--- config.mk ---
export PLATFORM = sky130hd
export DESIGN_NAME = adc_scan_sequencer
export DESIGN_NICKNAME = d
export VERILOG_FILES = /design/src/rtl/adc_seq_pkg.sv /design/src/rtl/adc_seq_ticker.sv /design/src/rtl/adc_scan_sequencer.sv
export SDC_FILE = /design/constraint.sdc
export NUM_CORES = 1
export LEC_CHECK = 0
export CORE_ASPECT_RATIO = 1.4
export CORE_MARGIN = 1.5
export CORE_UTILIZATION = 49
export DETAILED_ROUTE_END_ITERATION = 6
export PLACE_DENSITY = 0.77
export SYNTH_ARGS = -nofsm -noshare
export SYNTH_HDL_FRONTEND = slang
export SYNTH_HIERARCHICAL = 1
export SYNTH_SLANG_ARGS = --single-unit
--- constraint.sdc ---
create_clock -name Clk -period 3.2 [get_ports Clk]
set_input_delay 0.64 -clock Clk [delete_from_list [all_inputs] [get_ports Clk]]
set_output_delay 0.64 -clock Clk [all_outputs]
set_load 0.1 [all_outputs]
--- src/rtl/adc_seq_pkg.sv ---
// Shared types and constants for the ADC scan sequencer.
// Contents: the sequencer state enum, the channel/data widths, the averaging
// constants and a lowest-set-bit helper used to pick the next channel.
package adc_seq_pkg;

  localparam int unsigned ADC_CH_OFFSET = 1;   // logical index i -> ADC channel i+1
  localparam int unsigned NUM_LCH       = 8;   // logical channels per scan
  localparam int unsigned ADC_DW        = 12;  // conversion result width
  localparam int unsigned CH_W          = 5;   // ADC channel number width
  localparam int unsigned IDX_W         = 3;   // logical channel index width
  localparam int unsigned NUM_AVG       = 4;   // conversions per channel when averaging
  localparam int unsigned ACC_W         = 14;  // sum of NUM_AVG results

  typedef enum logic [2:0] {
    IDLE,
    PICK,
    ISSUE,
    WAIT_RSP,
    STORE
  } seq_state_e;

  // Index of the lowest set bit (0 when the vector is empty).
  function automatic logic [IDX_W-1:0] lowest_set(input logic [NUM_LCH-1:0] vec);
    logic [IDX_W-1:0] idx;
    idx = '0;
    for (int i = int'(NUM_LCH) - 1; i >= 0; i--) begin
      if (vec[i]) idx = IDX_W'(i);
    end
    return idx;
  endfunction

endpackage

--- src/rtl/adc_seq_ticker.sv ---
// Free-running scan-rate divider: counts 0..SCAN_DIV-1 and emits a one-cycle
// tick on wrap, independent of whether scanning is enabled.
// Ports:
//   Clk      in   system clock
//   Reset_h  in   synchronous active-high reset (zeroes the counter)
//   tick     out  one-cycle pulse per SCAN_DIV clocks
module adc_seq_ticker #(
  parameter int unsigned SCAN_DIV = 50000
) (
  input  logic Clk,
  input  logic Reset_h,
  output logic tick
);

  localparam int unsigned CNT_W = (SCAN_DIV > 1) ? $clog2(SCAN_DIV) : 1;
  localparam logic [CNT_W-1:0] CNT_LAST = CNT_W'(SCAN_DIV - 1);

  logic [CNT_W-1:0] cnt;

  // Divider counter with registered wrap strobe.
  always_ff @(posedge Clk) begin
    if (Reset_h) begin
      cnt  <= '0;
      tick <= 1'b0;
    end else begin
      tick <= (cnt == CNT_LAST);
      cnt  <= (cnt == CNT_LAST) ? '0 : cnt + CNT_W'(1);
    end
  end

endmodule

--- src/rtl/adc_scan_sequencer.sv ---
// Periodic scan sequencer for the modular ADC. On each scan tick (when enabled)
// the channel mask is latched and every selected logical channel is converted
// in ascending order over the Avalon-ST command/response interface; results
// land in an 8-entry bank readable through rd_sel/rd_data.
// Build option: define ADC_SEQ_AVG_EN to convert each channel 4 times and
// store the 14-bit sum divided by 4; otherwise one conversion is stored as-is.
// Ports:
//   Clk, Reset_h            clock, synchronous active-high reset
//   enable, ch_mask         scan enable level, logical channel select
//   cmd_valid/channel/sop/eop, cmd_ready   command stream to the ADC
//   rsp_valid/channel/data  response stream from the ADC
//   rd_sel, rd_data         result bank read port (registered)
//   scan_done               pulse after the last channel of a scan is stored
//   overrun, err, err_clr   sticky status flags and their clear
module adc_scan_sequencer
  import adc_seq_pkg::*;
#(
  parameter int unsigned SCAN_DIV    = 50000,
  parameter int unsigned RSP_TIMEOUT = 1023
) (
  input  logic               Clk,
  input  logic               Reset_h,
  input  logic               enable,
  input  logic [NUM_LCH-1:0] ch_mask,
  output logic               cmd_valid,
  output logic [CH_W-1:0]    cmd_channel,
  output logic               cmd_sop,
  output logic               cmd_eop,
  input  logic               cmd_ready,
  input  logic               rsp_valid,
  input  logic [CH_W-1:0]    rsp_channel,
  input  logic [ADC_DW-1:0]  rsp_data,
  input  logic [IDX_W-1:0]   rd_sel,
  output logic [ADC_DW-1:0]  rd_data,
  output logic               scan_done,
  output logic               overrun,
  output logic               err,
  input  logic               err_clr
);

  localparam int unsigned TMO_W = (RSP_TIMEOUT > 1) ? $clog2(RSP_TIMEOUT + 1) : 1;
  localparam logic [TMO_W-1:0] TMO_LAST = TMO_W'(RSP_TIMEOUT - 1);

  seq_state_e         state, state_d;
  logic               tick;
  logic [NUM_LCH-1:0] scan_mask;
  logic [NUM_LCH-1:0] done_mask;
  logic [NUM_LCH-1:0] pending;
  logic [IDX_W-1:0]   pick_idx;
  logic [IDX_W-1:0]   idx;
  logic [TMO_W-1:0]   tmo_cnt;
  logic [ADC_DW-1:0]  sample;
  logic [ADC_DW-1:0]  sample_d;
  logic [ADC_DW-1:0]  result [NUM_LCH];
  logic               last_conv;

  logic start_c, pick_c, finish_c, accept_c, rsp_hit_c, rsp_bad_c, timeout_c;

  adc_seq_ticker #(.SCAN_DIV(SCAN_DIV)) u_ticker (
    .Clk    (Clk),
    .Reset_h(Reset_h),
    .tick   (tick)
  );

  assign cmd_sop  = cmd_valid;
  assign cmd_eop  = cmd_valid;
  assign pending  = scan_mask & ~done_mask;
  assign pick_idx = lowest_set(pending);

`ifdef ADC_SEQ_AVG_EN
  logic [1:0]       conv_cnt;
  logic [ACC_W-1:0] acc;
  logic [ACC_W-1:0] acc_sum;

  assign acc_sum   = acc + ACC_W'(rsp_data);
  assign last_conv = (conv_cnt == 2'(NUM_AVG - 1));
  assign sample_d  = acc_sum[ACC_W-1:2];

  // Accumulator restarts per channel; a timeout abandons the partial sum
  // because the next PICK clears it.
  always_ff @(posedge Clk) begin
    if (Reset_h) begin
      conv_cnt <= '0;
      acc      <= '0;
    end else if (pick_c) begin
      conv_cnt <= '0;
      acc      <= '0;
    end else if (rsp_hit_c) begin
      conv_cnt <= conv_cnt + 2'd1;
      acc      <= acc_sum;
    end
  end
`else
  assign last_conv = 1'b1;
  assign sample_d  = rsp_data;
`endif

  // State register.
  always_ff @(posedge Clk) begin
    if (Reset_h) state <= IDLE;
    else         state <= state_d;
  end

  // Next-state and control strobes.
  always_comb begin
    state_d   = state;
    start_c   = 1'b0;
    pick_c    = 1'b0;
    finish_c  = 1'b0;
    accept_c  = 1'b0;
    rsp_hit_c = 1'b0;
    rsp_bad_c = 1'b0;
    timeout_c = 1'b0;
    unique case (state)
      IDLE: begin
        if (tick && enable && (ch_mask != '0)) begin
          start_c = 1'b1;
          state_d = PICK;
        end
      end
      PICK: begin
        if (pending != '0) begin
          pick_c  = 1'b1;
          state_d = ISSUE;
        end else begin
          finish_c = 1'b1;
          state_d  = IDLE;
        end
      end
      ISSUE: begin
        if (cmd_valid && cmd_ready) begin
          accept_c = 1'b1;
          state_d  = WAIT_RSP;
        end
      end
      WAIT_RSP: begin
        if (rsp_valid && (rsp_channel == cmd_channel)) begin
          rsp_hit_c = 1'b1;
          state_d   = last_conv ? STORE : ISSUE;
        end else begin
          rsp_bad_c = rsp_valid;
          if (tmo_cnt == TMO_LAST) begin
            timeout_c = 1'b1;
            state_d   = PICK;
          end
        end
      end
      STORE:   state_d = PICK;
      default: state_d = IDLE;
    endcase
  end

  // Scan bookkeeping, command outputs, result bank and status flags.
  // The channel is marked done at selection, so a timeout simply moves on.
  always_ff @(posedge Clk) begin
    if (Reset_h) begin
      scan_mask   <= '0;
      done_mask   <= '0;
      idx         <= '0;
      tmo_cnt     <= '0;
      sample      <= '0;
      cmd_valid   <= 1'b0;
      cmd_channel <= '0;
      scan_done   <= 1'b0;
      rd_data     <= '0;
      err         <= 1'b0;
      overrun     <= 1'b0;
      for (int unsigned i = 0; i < NUM_LCH; i++) result[i] <= '0;
    end else begin
      cmd_valid <= (state_d == ISSUE);
      scan_done <= finish_c;
      tmo_cnt   <= (state == WAIT_RSP) ? tmo_cnt + TMO_W'(1) : '0;

      if (start_c) begin
        scan_mask <= ch_mask;
        done_mask <= '0;
      end
      if (pick_c) begin
        idx                 <= pick_idx;
        done_mask[pick_idx] <= 1'b1;
        cmd_channel         <= CH_W'(pick_idx) + CH_W'(ADC_CH_OFFSET);
      end
      if (rsp_hit_c) sample <= sample_d;
      if (state == STORE) result[idx] <= sample;

      // Bypass the bank write so rd_data shows a fresh store one cycle later.
      rd_data <= ((state == STORE) && (rd_sel == idx)) ? sample : result[rd_sel];

      if (err_clr)                       err <= 1'b0;
      else if (rsp_bad_c || timeout_c)   err <= 1'b1;

      if (err_clr)                       overrun <= 1'b0;
      else if (tick && (state != IDLE))  overrun <= 1'b1;
    end
  end

endmodule

Word level (Yosys, flattened, before mapping)
Memories as Yosys holds them, arrays and structs flattened. A register that Yosys moved wholly into a read port is not among the register bits.
Cells that the tools add are included.

word-level totals
  input port bits = 34
  memories kept = 1
  memory bits (writable) = 96
  flip-flop bits (word level) = 70
  output and inout port bits = 23

memory list
  memory  depth  width  rd ports  clocked after memory_dff  write ports  line                      text
  result  8      12     1         1                         8            adc_scan_sequencer.sv:54  logic [ADC_DW-1:0] result [NUM_LCH];

cells by class
  $add $sub $neg = 3
  reduce and logical (&&, ||, !) cells = 16
  multiplexer cells = 39
  bitwise gates (word level) = 5
  $lt $le $gt $ge = 2
  eq/ne operators = 8

operators by type and width
  kind                                                                                  count
  3-bit 2-to-1 mux                                                                      13
  8-bit 2-to-1 mux                                                                      3
  1-bit 2-to-1 mux                                                                      19
  16-bit by 1-bit adder with 16-bit output (second input constant)                      1
  16-bit equality test (second input constant)                                          1
  8-bit nonzero test                                                                    2
  3-bit case mux with 5 select lines                                                    1
  12-bit 2-to-1 mux                                                                     1
  12-bit OR reduction                                                                   1
  10-bit by 1-bit adder with 10-bit output (second input constant)                      1
  10-bit equality test (second input constant)                                          1
  3-bit by 2-bit equality test with 1-bit output (second input constant)                3
  8-bit AND                                                                             1
  8-bit NOT                                                                             1
  8-bit OR                                                                              1
  2-bit OR reduction                                                                    4
  1-bit logical AND                                                                     6
  5-bit equality test                                                                   1
  3-bit by 1-bit adder with 4-bit output (second input constant)                        1
  3-bit by 4-bit less-than comparator with 1-bit output (second input constant)         1
  1-bit demux with 3-bit select                                                         1
  3-bit by 1-bit equality test with 1-bit output (second input constant)                1
  3-bit equality test (second input constant)                                           1
  3-bit by 1-bit greater-or-equal comparator with 1-bit output (second input constant)  1
  5 further kinds                                                                       6

Logic depth before layout (Yosys ltp)
  depth in word-level cells = 16
  depth in mapped cells = 8
  mapped depth without buffers = 8

By module
The synthesis kept the hierarchy.

modules (own cells, without submodules)
  module              times used  area each (µm²)  cells each  seq. area each (µm²)
  adc_scan_sequencer  1           7,180.6          561         4,164.0
  adc_seq_ticker      1           788.3            82          340.3

Worst setup path after synthesis
OpenSTA, ideal clock, no wires.

  path kind = input to register
  start = input port Reset_h
  end = memory result[6][0], enable pin
  required time = 2.802 ns
  arrival = 2.138 ns
  stages = 3
  buffers on the path = 0
  path slack = 0.664 ns
  path through = nor4b_4 > nand2b_4 > o21ai_0

RTL lines
  element             line                      text
  start: declaration  adc_scan_sequencer.sv:22  input logic Reset_h,
  end: declaration    adc_scan_sequencer.sv:54

==> results.md <==
- Count of buffers from port buffering: 55
- Synth Warn #: 6
- Final HPWL DP: 11.5 mm
- Post-Syn Instances: 643
- Count of cell types in the netlist: 59
- Layout cell share with drive strength beyond 1: 0.195
- Leakage power: 3.24 nW
- Final Hold Fails: 0
- GP Congestion: 0.842
- H-tree depth: 4
- Slew Limit Headroom: 0.438
- Clk sinks: 177
- Per-cell routed wire length: 19.0 um
- P&R area growth vs syn: 15.1%
- Io pins: 57
- CORE AREA: 0.0160 mm2
- Worst r2r src: state[1]
- Initial antenna violation count: 0
- Critical path capture point type: flip-flop
- Critical path fanouts, max: 10
- Average size of a mapped cell: 12.4 um2
- WS Path Type: flip-flop to flip-flop
- Slowest Stage Delay on Critical Path: 700 ps
- WHS: 448 ps
- Commonest cells after routing, fill and taps aside: and2_1, edfxtp_1, dfxtp_1, nor2_1, nand2_1
- Reg area: 0.00450 mm2
- DRT Wirelength: 17.3 mm
- Die Ht: 154 um
- Hold_buf cts: 0
- WP data arrival: 2530 ps
- Fillers: 1,283
- Setup Buffers After CTS: 0
- Final period util: 0.752
- CTS tree: done
- Clock buffers created by TritonCTS: 17
- Largest net degree at the start of global routing: 50
- Via count: 5,143
- FP Rows: 55
- Post-DR vias/cell: 5.68
- DRC errors left: 0
- Die X-Extent: 111 um
- Unrepaired setup endpoints after global routing: false
- Asr flop ratio synth: 0
- CTS root buf: clkbuf_16
- Diode count: 0
- Worst R2R Path Depth: 4
- Cell Area, Synth: 0.00797 mm2
- Clk_skew: 7.39 ps
- Drt pass-1 iters: 5
- Footprint of the multi-input gates: 0.00321 mm2
- Register bit total from synthesis: 177
- Post-route ant nets: 0
- Vias in the first global route: 5,286
- DIE AREA: 0.0170 mm2
- GRT Util Overall: 0.210
- Worst-path clk slew: 70 ps
- Power, Total: 4.89 mW
- Clk buf depth: 2
- Post-synth EDFFs: 96
- Remaining global-route overflow: 0
- Final setup vio count: 0
- Min-delay worst type: flip-flop to flip-flop
- PostCTS Resize Cnt: 0
- Slew at the pin with the worst max-slew slack: 834 ps
- Max cap viols: 0
- Worst Path Buf+Inv: 1
- Crit-path slowest cell: o21ai_0
- Sum of negative setup slack: 0 ps
- Min-delay src: done_mask[5]
- Most common flop cell mapped by yosys: edfxtp_1
- Initial detailed-routing violation count: 397
- Crit path max-delay family: simple AND/OR/NAND/NOR gates
- Power density over cell area: 534 mW/mm2
- NumNets Final: 732
- Worst path cell trace: nor4b_4 > nand2b_4 > o21ai_0 > buf_4
- Commonest non-fill, non-tap cell in the layout: and2_1
- Max-slew violation count: 0
- First-pass GRT wire length: 27.5 mm
- Fmax: 416 MHz
- Dpl cell area: 0.00858 mm2
- Critical path depth in cells: 4
- Critical path launch point type: flip-flop
- Clk_lat worst skew: 420 ps
- Period minus WS final: 2410 ps
- Sequential area share after synthesis: 0.565
- Syn Nets: 681
- CP Launch Point: state[1]
- Initial Util: 0.497
- Final instance area: 0.00917 mm2
- Critical Path RT: 3330 ps
- Peak supply drop: 432 uV
- WHS Path Cells: 2
- Outcome: finished, final reports clean
-- layer usage --
layer | vias up | global-route usage | part of all wire
met5 | - | 0 | 0
met4 | 0 | 0.0812 | 0.028
met3 | 38 | 0.0382 | 0.058
met2 | 183 | 0.381 | 0.53
met1 | 2539 | 0.245 | 0.38
li1 | 2383 | - | -
-- stage by stage --
stage	setup slack [ps]	instances	utilization
after CTS	773	906	0.572
after global placement	622	874	0.535
final	793	906	0.572
after global routing	610	906	0.572
after floorplan	664	643	-
after detailed placement	526	874	0.535
-- logic make-up (layout without fill, tap and decap cells) --
| logic type | after synthesis | in the layout | synth area share |
|---|---|---|---|
| flops | 177 | 177 | 0.565 |
| fa+ha+maj | 4 | 4 | 0.00628 |
| other cells | 1 | 1 | 0.000471 |
| mux | 51 | 51 | 0.102 |
| xor+xnor | 28 | 28 | 0.0308 |
| buf+inv | 43 | 107 | 0.0323 |
| compound gates | 62 | 62 | 0.0576 |
| simple gates | 277 | 277 | 0.205 |
-- sequential cells by signal, summed over array words and instances (netlist names), 3 cells and up --
name	flops
result	96
u_ticker/cnt	16
rd_data	12
sample	12
tmo_cnt	10
done_mask	8
scan_mask	8
cmd_channel	4
idx	3
state	3
-- synthesized netlist by cell type, types with 2 or more instances --
master | number | area share
and2_1 | 97 | 0.076
edfxtp_1 | 96 | 0.36
dfxtp_1 | 81 | 0.20
nor2_1 | 61 | 0.029
nand2_1 | 36 | 0.017
mux2i_1 | 26 | 0.033
mux4_2 | 24 | 0.068
xnor2_1 | 19 | 0.021
a21oi_1 | 17 | 0.011
o21ai_0 | 17 | 0.011
buf_4 | 16 | 0.015
nand3_1 | 13 | 0.0082
a211oi_2 | 12 | 0.019
nand2b_1 | 10 | 0.0079
clkbuf_1 | 9 | 0.0042
nor2_2 | 9 | 0.0071
xor2_1 | 9 | 0.0099
inv_1 | 7 | 0.0033
nor3_1 | 7 | 0.0044
buf_2 | 5 | 0.0031
nor2b_1 | 5 | 0.0039
buf_6 | 4 | 0.0057
ha_1 | 4 | 0.0063
nor4_1 | 4 | 0.0031
and4_1 | 3 | 0.0033
nand4_1 | 3 | 0.0024
nor3_4 | 3 | 0.0061
o211ai_1 | 3 | 0.0028
or2_2 | 3 | 0.0024
or3_1 | 3 | 0.0024
a22oi_1 | 2 | 0.0019
a31oi_1 | 2 | 0.0016
and3_1 | 2 | 0.0016
and4bb_2 | 2 | 0.0031
nand4_2 | 2 | 0.0031
nand4_4 | 2 | 0.0053
nor3b_1 | 2 | 0.0019
nor4_2 | 2 | 0.0031
-- where the power goes --
| group | internal (mW) | leakage [nW] | switching [mW] |
|---|---|---|---|
| Sequential | 2.47 | 1.57 | 0.0297 |
| Clock | 1.16 | 0.290 | 0.875 |
| Combinational | 0.138 | 1.38 | 0.226 |
-- final timing paths --
path         slack [ps]      endpoint
max                 790  result[2][2]
min                 450  done_mask[5]
max reg2reg         790  result[2][2]
min reg2reg         450  done_mask[5]
-- worst min-delay path, delay by kind of cell (launching register included) --
family           cells  cell delay [ps]
flip-flops           1              320
AO/OA/AOI/OAI        1               60
AND/OR/NAND/NOR      1               40
-- cell type report --
type / instances / share of cell area
sequential: 177 / 0.491
multi-input combinational: 423 / 0.350
timing repair buffer: 67 / 0.0641
clock buffer: 23 / 0.0568
tap: 199 / 0.0272
clock inverter: 9 / 0.00764
inverter: 8 / 0.00328
No activity file was read; power rests on OpenSTA's default activity.
